===== config.mk =====
export PLATFORM = sky130hd
export DESIGN_NAME = const_imm_fetch
export DESIGN_NICKNAME = d
export VERILOG_FILES = /design/src/rtl/const_imm_fetch.sv
export SDC_FILE = /design/constraint.sdc
export NUM_CORES = 1
export LEC_CHECK = 0
export ABC_CLOCK_PERIOD_IN_PS = 2900
export CORE_UTILIZATION = 49
export DETAILED_ROUTE_END_ITERATION = 10
export PLACE_DENSITY_LB_ADDON = 0.1
export SLEW_MARGIN = 5
export SYNTH_ARGS = -nofsm -noshare
export SYNTH_HDL_FRONTEND = slang
export SYNTH_SLANG_ARGS = --single-unit
export TNS_END_PERCENT = 1

===== constraint.sdc =====
create_clock -name clk -period 2.9 [get_ports clk]
set_input_delay 0.58 -clock clk [delete_from_list [all_inputs] [get_ports clk]]
set_output_delay 0.58 -clock clk [all_outputs]
set_load 0.05 [all_outputs]

===== src/rtl/const_imm_fetch.sv =====
// const_imm_fetch: decodes i32/i64/f32/f64.const immediates from the code byte stream
// Ports: clk; reset (sync, active-low); start/opcode begin a decode in IDLE;
// in_data/in_valid/in_ready byte stream; result/result_type/out_valid/out_ready typed
// output handshake; busy = not IDLE; trap 0 none, 1 bad opcode, 2 LEB overlong, 3 LEB bad final bits.
module const_imm_fetch #(
    parameter int RESULT_W   = 64,
    parameter bit STRICT_LEB = 1'b1
) (
    input  logic                clk,
    input  logic                reset,
    input  logic                start,
    input  logic [7:0]          opcode,
    input  logic [7:0]          in_data,
    input  logic                in_valid,
    output logic                in_ready,
    output logic [RESULT_W-1:0] result,
    output logic [1:0]          result_type,
    output logic                out_valid,
    input  logic                out_ready,
    output logic                busy,
    output logic [2:0]          trap
);
    typedef enum logic [2:0] {IDLE, LEB, FIXED, DONE, ERR} state_t;
    state_t      state;
    logic [63:0] acc;
    logic [3:0]  cnt;
    logic [1:0]  typ;
    logic [2:0]  trap_q;
    logic        is64, last, fin_ok, op_ok;
    logic [3:0]  last_n;
    logic [6:0]  sh7;
    logic [63:0] leb_bits, fill, mask, leb_next, fix_next;
    assign is64   = typ[0];
    assign last_n = typ[1] ? (is64 ? 4'd7 : 4'd3) : (is64 ? 4'd9 : 4'd4);
    assign last   = cnt == last_n;
    assign sh7    = 7'(cnt) * 7'd7;
    assign leb_bits = {57'b0, in_data[6:0]} << sh7;
    // sign-fill everything above this group; shifts of 64+ leave nothing to fill
    assign fill     = in_data[6] ? ({64{1'b1}} << (sh7 + 7'd7)) : 64'b0;
    assign mask     = is64 ? {64{1'b1}} : 64'h0000_0000_ffff_ffff;
    assign leb_next = (acc | leb_bits | (in_data[7] ? 64'b0 : fill)) & mask;
    assign fix_next = acc | ({56'b0, in_data} << {cnt[2:0], 3'b000});
    // bits of the last group beyond the type width must repeat the value's sign bit
    assign fin_ok = is64 ? (in_data[6:0] == 7'h00 || in_data[6:0] == 7'h7f)
                         : (in_data[6:3] == 4'h0 || in_data[6:3] == 4'hf);
    assign op_ok  = opcode == 8'h41 || opcode == 8'h43 ||
                    (RESULT_W == 64 && (opcode == 8'h42 || opcode == 8'h44));
    assign in_ready    = state == LEB || state == FIXED;
    assign out_valid   = state == DONE;
    assign busy        = state != IDLE;
    assign trap        = trap_q;
    assign result      = acc[RESULT_W-1:0];
    assign result_type = typ;
    always_ff @(posedge clk) begin
        if (!reset) begin
            state  <= IDLE;
            acc    <= '0;
            cnt    <= '0;
            typ    <= '0;
            trap_q <= '0;
        end else begin
            case (state)
                IDLE: if (start) begin
                    acc <= '0;
                    cnt <= '0;
                    if (op_ok) begin
                        typ   <= opcode[1:0] - 2'd1;
                        state <= (opcode == 8'h41 || opcode == 8'h42) ? LEB : FIXED;
                    end else begin
                        trap_q <= 3'd1;
                        state  <= ERR;
                    end
                end
                LEB: if (in_valid) begin
                    acc <= leb_next;
                    cnt <= cnt + 4'd1;
                    if (last && in_data[7]) begin
                        trap_q <= 3'd2;
                        state  <= ERR;
                    end else if (!in_data[7]) begin
                        if (last && STRICT_LEB && !fin_ok) begin
                            trap_q <= 3'd3;
                            state  <= ERR;
                        end else state <= DONE;
                    end
                end
                FIXED: if (in_valid) begin
                    acc <= fix_next;
                    cnt <= cnt + 4'd1;
                    if (last) state <= DONE;
                end
                DONE: if (out_ready) state <= IDLE;
                default: ;
            endcase
        end
    end
endmodule

==> out/metrics.cfg, run 1 <==
[outcome]
run_status=complete, but fails checks
failed_checks=negative setup slack

[setup_path]
critPathCaptureType=flip-flop
cp_max_fo=6
worst-setup-path-type=flip-flop to flip-flop
startpoint_type=flip-flop
cp_data_arrival_time_ns=3.24
critical_path.cell_chain=fa_2 -> ha_4 -> ha_4 -> a21o_1 -> a21oi_2 -> nand4b_2 -> buf_6 -> buf_4 -> a22oi_4 -> buf_6 -> o21ai_0 -> a21oi_1
critPathSlowestCell=sky130_fd_sc_hd__fa_2
cp_data_required_time_ns=3.21
critical_path.max_stage_delay_ns=0.61

[route]
number_of_nets_still_failing_antenna_checks_after_routing=0
average_vias_per_placed_instance=6.68
drcViolationCount=0
dr_total_vias=6347
first_iter_violations=841
detail_route.first_pass.iterations=5
avgRoutedWirePerCell_um=22.8
routed_wl_um=21700

[finish]
post_layout_instance_count_excluding_filler_cells=950
top_library_cells_by_usage_in_the_layout_fill_and_taps_aside=sky130_fd_sc_hd__clkdlybuf4s50_1 (90), sky130_fd_sc_hd__a21oi_1 (84), sky130_fd_sc_hd__buf_4 (76), sky130_fd_sc_hd__dfxtp_1 (73), sky130_fd_sc_hd__nand2_1 (65)
leading_cell_type_in_the_layout_fill_and_taps_excluded=sky130_fd_sc_hd__clkdlybuf4s50_1
antennaDiodeCount=0
layout-area-overhead-vs-synth_pct=36.9
fin_nets=855
final_util_pct=69.3
area_used_by_multi_input_combinational_logic_mm2=0.00363
drive_above_1_share_pct=20.4
seqCellArea_mm2=0.00151
fillCellCount=878

[min_path]
worst_hold_path_type=flip-flop to flip-flop

[global_route]
grtUsageTotal_pct=39.2
antenna_found_initial=0
grt_pass1_vias=5984
first_pass_grt_wire_length_um=33200
overflow=0
grt_max_degree=36

[cts]
cts_hold_buffers=0
cts_max_path_buffers=2
h-tree-depth=3
clk-insertion-delay-late_ns=0.38
cts_root_buf=sky130_fd_sc_hd__clkbuf_8
cts_tree=yes
clock-sinks=75
cts_made_buffers=9
clock_pin_slew_on_the_worst_setup_and_hold_paths_ns=0.08

[timing]
final.min_clock_period_ns=2.93
worst_slew_margin_rel_pct=39.1
grt_setup_unrepaired=yes
final_number_of_setup_violating_endpoints=8
clock-skew-final_ns=0.0151
setup_tns_ns=-0.125
post-route-period-util_pct=101
final_hold_viol_count=0
achievable-frequency_ghz=0.341
slew_viol_final=0
worst_slack_ns=-0.0304
timing_worst_slew_pin_value_ns=0.910

[yosys]
synthesis.yosys.warnings=0
synthesis.area_mm2=0.00525
synth.yosys.seq_area_share_pct=28.6
syn-mean-instance-area_um2=7.75
ys_dominant_reg_cell=sky130_fd_sc_hd__dfxtp_1
postSynthCellCount=677
total_nets_after_synthesis=723
synth-edff-count=0
yosys_cell_types=77
synth_seq_cells=75
synth_async_sr_flop_share_pct=0

[power]
power.leakage_nw=2.74
power_total_mw=4.37
vdd.ir_drop.worst_uv=507
power_per_cell_area_mw_per_mm2=608

[flow_run]
max_cap_viol_count=0

[die]
rows=37
die_height_um=106
initial_utilization_pct=50.6
fp.coreArea_mm2=0.0104
ioPinCount=93
dieWidth_um=106
design.die.area_mm2=0.0111

[placed_design]
buffer_ports.inserted=91
pre_cts_slack_ns=-0.123
gpl.final_weighted_congestion=0.997
place.detailed.instances=932
dp_hpwl_um=15600

-- through the flow --
stage	area [um^2]	hold WS, ns
2_1_floorplan	5290	0.577
3_3_place_gp	6760	0.453
3_5_place_dp	6760	0.455
4_1_cts	7040	0.479
5_1_grt	7190	0.511
6_report	7190	0.475
-- metal layers --
layer | GRT usage (%) | part of all wire (%)
met5 | 0 | 0
met4 | 22.5 | 4.8
met3 | 8.10 | 11
met2 | 58.7 | 43
met1 | 52.1 | 41
-- worst max-delay path: cells and delay by family (launching register included) --
| kind | cells | cell delay [ns] |
|---|---|---|
| adders and majority gates | 3 | 0.97 |
| AOI/OAI and AO/OA | 5 | 0.91 |
| buffers and inverters | 3 | 0.46 |
| DFF | 1 | 0.36 |
| and+or+nand+nor | 1 | 0.16 |
-- timing repair --
| item | CTS | global route |
|---|---|---|
| setup endpoints to repair | 22 | 46 |
| pin swaps | 6 | 20 |
| cloned | 1 | 0 |
| gates resized for setup | 14 | 34 |
| setup buffers | 0 | 1 |
-- synth_stat cells (9+ instances only) --
library cell               instances  area share (%)
sky130_fd_sc_hd__nor2_1           46             3.3
sky130_fd_sc_hd__a32o_1           12             2.3
sky130_fd_sc_hd__a21oi_1          84             8.0
sky130_fd_sc_hd__nand3_1          19             1.8
sky130_fd_sc_hd__nor3_1           14             1.3
sky130_fd_sc_hd__o21ai_0          53             5.1
sky130_fd_sc_hd__nand2_1          65             4.6
sky130_fd_sc_hd__clkbuf_1         34             2.4
sky130_fd_sc_hd__nor2b_1           9             1.1
sky130_fd_sc_hd__ha_1             23             5.5
sky130_fd_sc_hd__a221oi_1         12             2.0
sky130_fd_sc_hd__dfxtp_1          75              29
sky130_fd_sc_hd__a31oi_1          21             2.5
sky130_fd_sc_hd__buf_2            16             1.5
sky130_fd_sc_hd__o22ai_1          24             2.9
sky130_fd_sc_hd__a211oi_1         18             2.6
sky130_fd_sc_hd__inv_1            14             1.0
-- flip-flops by register name (all words and copies together) (netlist names) --
| name | count |
|---|---|
| cnt | 4 |
| result | 64 |
| result_type | 2 |
| state | 3 |
| trap | 2 |
-- power by group --
| part | switching (mW) | internal [mW] |
|---|---|---|
| Clock | 0.451 | 0.421 |
| Sequential | 0.117 | 1.12 |
| Combinational | 1.46 | 0.800 |
-- final cells by class --
class / instances / share of cell area (%)
well taps: 136 / 2.37
multi-input cells: 531 / 50.5
repair buffers: 178 / 22.6
flip-flops and latches: 75 / 21.0
inverters: 14 / 0.731
clock inverters: 6 / 0.888
clock buffers: 10 / 1.92
-- logic make-up after synthesis --
family / Yosys count / share of synthesized area (%)
xor gates and xnor gates: 12 / 2.36
buffers and inverters: 71 / 5.91
DFF: 75 / 28.6
muxes: 2 / 0.405
AOI/OAI and AO/OA: 296 / 38.0
and+or+nand+nor: 195 / 18.4
other: 1 / 0.0714
adders and majority gates: 25 / 6.24
-- worst paths after layout --
path	startpoint	endpoint	slack (ns)	cells past startpoint
hold reg to reg	result[55]$_SDFFE_PN0P_	result[55]$_SDFFE_PN0P_	0.48	1
setup / recovery	cnt[1]$_SDFFE_PN0P_	result[45]$_SDFFE_PN0P_	-0.03	12
hold / removal	result[55]$_SDFFE_PN0P_	result[55]$_SDFFE_PN0P_	0.48	1
setup reg to reg	cnt[1]$_SDFFE_PN0P_	result[45]$_SDFFE_PN0P_	-0.03	12
Power figures use the tool's default switching activity.
==> inputs of run 2 (changes only) <==
--- a/config.mk
+++ b/config.mk
@@ -5,7 +5,6 @@
 export SDC_FILE = /design/constraint.sdc
 export NUM_CORES = 1
 export LEC_CHECK = 0
-export ABC_CLOCK_PERIOD_IN_PS = 2900
 export CORE_UTILIZATION = 49
 export DETAILED_ROUTE_END_ITERATION = 10
 export PLACE_DENSITY_LB_ADDON = 0.1
==> results of run 2 <==
The final DEF is identical to that of run 1; final timing and power are the same.
==> inputs of run 3 (changes only) <==
--- a/config.mk
+++ b/config.mk
@@ -7,6 +7,7 @@
 export LEC_CHECK = 0
 export CORE_UTILIZATION = 49
 export DETAILED_ROUTE_END_ITERATION = 10
+export MAX_ROUTING_LAYER = met4
 export PLACE_DENSITY_LB_ADDON = 0.1
 export SLEW_MARGIN = 5
 export SYNTH_ARGS = -nofsm -noshare
==> out/metrics.cfg, run 3 (synthesized netlist as in run 1, its figures left out) <==
[placed_design]
buffer_ports.inserted=91  ; unchanged
place.detailed.instances=933  ; was 932
dp_hpwl_um=16200  ; was 15600 um
pre_cts_slack_ns=-0.0558  ; was -0.123 ns
postPlaceCellArea_mm2=0.00677  ; was 0.00676 mm^2
gpl.final_weighted_congestion=0.996  ; was 0.997

[setup_path]
crit_path_launch=cnt[1]$_SDFFE_PN0P_  ; unchanged
critical_path.cell_chain=fa_1 -> ha_4 -> ha_4 -> a21o_1 -> a31o_4 -> xnor2_4 -> buf_6 -> or3_1 -> a221oi_2 -> o22ai_1  ; was fa_2 -> ha_4 -> ha_4 -> a21o_1 -> a21oi_2 -> nand4b_2 -> buf_6 -> buf_4 -> a22oi_4 -> buf_6 -> o21ai_0 -> a21oi_1
path_common_cell=sky130_fd_sc_hd__ha_4
startpoint_type=flip-flop  ; unchanged
timing.reg2reg.setup_slack_ns=0.02  ; was -0.03 ns
worst_r2r_path_depth=10  ; was 12
cp_data_required_time_ns=3.14  ; was 3.21 ns
critPathSlowestCell=sky130_fd_sc_hd__fa_1  ; was sky130_fd_sc_hd__fa_2
critPathBufInv=1  ; was 3
crit-reg2reg-capture=result[61]$_SDFFE_PN0P_  ; was result[45]$_SDFFE_PN0P_
critPathCaptureType=flip-flop  ; unchanged
worst-setup-path-type=flip-flop to flip-flop  ; unchanged
cp_top_family=adder cells  ; unchanged
crit_cells=10  ; was 12
cp_max_fo=6  ; unchanged
critical_path.endpoint=result[61]$_SDFFE_PN0P_  ; was result[45]$_SDFFE_PN0P_
rr_startpoint=cnt[1]$_SDFFE_PN0P_  ; unchanged
critical_path.max_stage_delay_ns=0.56  ; was 0.61 ns
cp_data_arrival_time_ns=3.11  ; was 3.24 ns

[global_route]
antenna_found_initial=0  ; unchanged
overflow=0  ; unchanged
first_pass_grt_wire_length_um=33600  ; was 33200 um
grt_pass1_vias=6135  ; was 5984
grt_max_degree=36  ; unchanged
grtUsageTotal_pct=40.7  ; was 39.2%

[route]
routed_wl_um=22000  ; was 21700 um
dr_total_vias=6416  ; was 6347
detail_route.first_pass.iterations=5  ; unchanged
avgRoutedWirePerCell_um=23.2  ; was 22.8 um
drcViolationCount=0  ; unchanged
route.met3.wl_um=2350  ; was 2390 um
average_vias_per_placed_instance=6.75  ; was 6.68
dr.max_layer_used=met4  ; unchanged
first_iter_violations=654  ; was 841
detail_route.wirelength.met1_um=8710  ; was 8960 um
wl_met2_um=9890  ; was 9310 um
number_of_nets_still_failing_antenna_checks_after_routing=0  ; unchanged

[finish]
fillCellCount=885  ; was 878
area_used_by_multi_input_combinational_logic_mm2=0.00358  ; was 0.00363 mm^2
largest_register_ff_count=64  ; unchanged
antennaDiodeCount=0  ; unchanged
top_library_cells_by_usage_in_the_layout_fill_and_taps_aside=sky130_fd_sc_hd__clkdlybuf4s50_1 (90), sky130_fd_sc_hd__a21oi_1 (84), sky130_fd_sc_hd__buf_4 (81), sky130_fd_sc_hd__dfxtp_1 (73), sky130_fd_sc_hd__nand2_1 (65)  ; was sky130_fd_sc_hd__clkdlybuf4s50_1 (90), sky130_fd_sc_hd__a21oi_1 (84), sky130_fd_sc_hd__buf_4 (76), sky130_fd_sc_hd__dfxtp_1 (73), sky130_fd_sc_hd__nand2_1 (65)
fin_nets=855  ; unchanged
leading_cell_type_in_the_layout_fill_and_taps_excluded=sky130_fd_sc_hd__clkdlybuf4s50_1  ; unchanged
drive_above_1_share_pct=19.2  ; was 20.4%
design_area_mm2=0.00710  ; was 0.00719 mm^2
post_layout_instance_count_excluding_filler_cells=950  ; unchanged
seqCellArea_mm2=0.00151  ; unchanged
layout-area-overhead-vs-synth_pct=35.3  ; was 36.9%

[die]
die_height_um=106  ; unchanged
fp.coreArea_mm2=0.0104  ; unchanged
dieWidth_um=106  ; unchanged
ioPinCount=93  ; unchanged
design.die.area_mm2=0.0111  ; unchanged
rows=37  ; unchanged
initial_utilization_pct=50.6  ; unchanged

[power]
vdd.ir_drop.worst_uv=401  ; was 507 uV
power.leakage_nw=2.71  ; was 2.74 nW
power_per_cell_area_mw_per_mm2=610  ; was 608 mW/mm^2

[timing]
timing_worst_slew_pin_value_ns=0.888  ; was 0.910 ns
worst_slew_margin_rel_pct=40.8  ; was 39.1%
post-route-period-util_pct=99.2  ; was 101%
worst_slack_ns=0.0232  ; was -0.0304 ns
slew_viol_final=0  ; unchanged
final.min_clock_period_ns=2.88  ; was 2.93 ns
final_hold_viol_count=0  ; unchanged
achievable-frequency_ghz=0.348  ; was 0.341 GHz
final_number_of_setup_violating_endpoints=0  ; was 8
timing.hold.ws_ns=0.478  ; was 0.475 ns
clock-skew-final_ns=0.0128  ; was 0.0151 ns
grt_setup_unrepaired=yes  ; unchanged

[cts]
h-tree-depth=3  ; unchanged
cts_max_path_buffers=2  ; unchanged
clock-sinks=75  ; unchanged
cts_tree=yes  ; unchanged
cts_hold_buffers=0  ; unchanged
cts_made_buffers=9  ; unchanged
cts_root_buf=sky130_fd_sc_hd__clkbuf_8  ; unchanged
clock_pin_slew_on_the_worst_setup_and_hold_paths_ns=0.09  ; was 0.08 ns
clk-insertion-delay-late_ns=0.36  ; was 0.38 ns

[outcome]
run_status=finished clean  ; was complete, but fails checks

[min_path]
worst_hold_path_type=flip-flop to flip-flop  ; unchanged

[flow_run]
max_cap_viol_count=0  ; unchanged

-- run 3: changes by cell type in the layout (fill, tap and decap cells not counted), moves of 2 or more --
cell / previous run / this run
sky130_fd_sc_hd__nor3_1: 8 / 11
sky130_fd_sc_hd__a221oi_2: 7 / 4
sky130_fd_sc_hd__buf_6: 10 / 4
sky130_fd_sc_hd__buf_4: 76 / 81
sky130_fd_sc_hd__nor3_2: 8 / 5
sky130_fd_sc_hd__or3_1: 3 / 5
sky130_fd_sc_hd__or3_4: 2 / 0
sky130_fd_sc_hd__a221oi_1: 5 / 8
-- run 3: worst reg2reg max path: stages, from the launching register on --
cell                       delay (ns)
sky130_fd_sc_hd__dfxtp_4         0.37
sky130_fd_sc_hd__fa_1            0.57
sky130_fd_sc_hd__ha_4            0.22
sky130_fd_sc_hd__ha_4            0.15
sky130_fd_sc_hd__a21o_1          0.18
sky130_fd_sc_hd__a31o_4          0.25
sky130_fd_sc_hd__xnor2_4         0.16
sky130_fd_sc_hd__buf_6           0.14
sky130_fd_sc_hd__or3_1           0.39
sky130_fd_sc_hd__a221oi_2        0.23
sky130_fd_sc_hd__o22ai_1         0.10
-- run 3: area by class of cell --
class,count,share of cell area (%)
multi-input cells,531,50.4
repair buffers,178,22.5
flip-flops and latches,75,21.2
well taps,136,2.40
clock buffers,10,1.80
clock inverters,6,0.916
inverters,14,0.740
-- run 3: worst min path at each step --
stage / from / to / cells after the start / slack [ns]
after floorplan: cnt[0]$_SDFFE_PN0P_ / cnt[0]$_SDFFE_PN0P_ / 3 / 0.58
after global placement: trap[0]$_SDFFE_PN0P_ / trap[0]$_SDFFE_PN0P_ / 1 / 0.45
after detailed placement: trap[0]$_SDFFE_PN0P_ / trap[0]$_SDFFE_PN0P_ / 1 / 0.46
after CTS: trap[0]$_SDFFE_PN0P_ / trap[0]$_SDFFE_PN0P_ / 1 / 0.48
after global routing: result[52]$_SDFFE_PN0P_ / result[52]$_SDFFE_PN0P_ / 1 / 0.49
final: trap[0]$_SDFFE_PN0P_ / trap[0]$_SDFFE_PN0P_ / 1 / 0.48
-- run 3: report_power, final --
part / internal [mW] / switching (mW)
Clock: 0.400 / 0.440
Combinational: 0.803 / 1.44
Sequential: 1.12 / 0.131
Total: 2.32 / 2.01
-- run 3: metal layers --
metal | GRT usage [%] | up-vias
met2 | 62.0 | 445
met5 | - | -
met3 | 7.61 | 92
li1 | - | 2835
met1 | 50.9 | 3044
met4 | 22.4 | 0
-- run 3: per-stage QoR --
| step | util, % | total power, mW | setup TNS, ns |
|---|---|---|---|
| 2_1_floorplan | - | 2.57 | 0 |
| 3_3_place_gp | 65.2 | 3.38 | -0.0421 |
| 3_5_place_dp | 65.2 | 3.42 | -0.187 |
| 4_1_cts | 67.4 | 4.24 | -0.0861 |
| 5_1_grt | 68.5 | 4.49 | -0.429 |
| 6_report | 68.5 | 4.33 | 0 |
-- run 3: what timing repair did --
item                                    4_1_cts  5_1_grt
gates cloned                                  0        1
resized for setup                             7       25
buffers inserted                              0        0
pin swaps                                     1       13
endpoints found under the setup margin        8       41
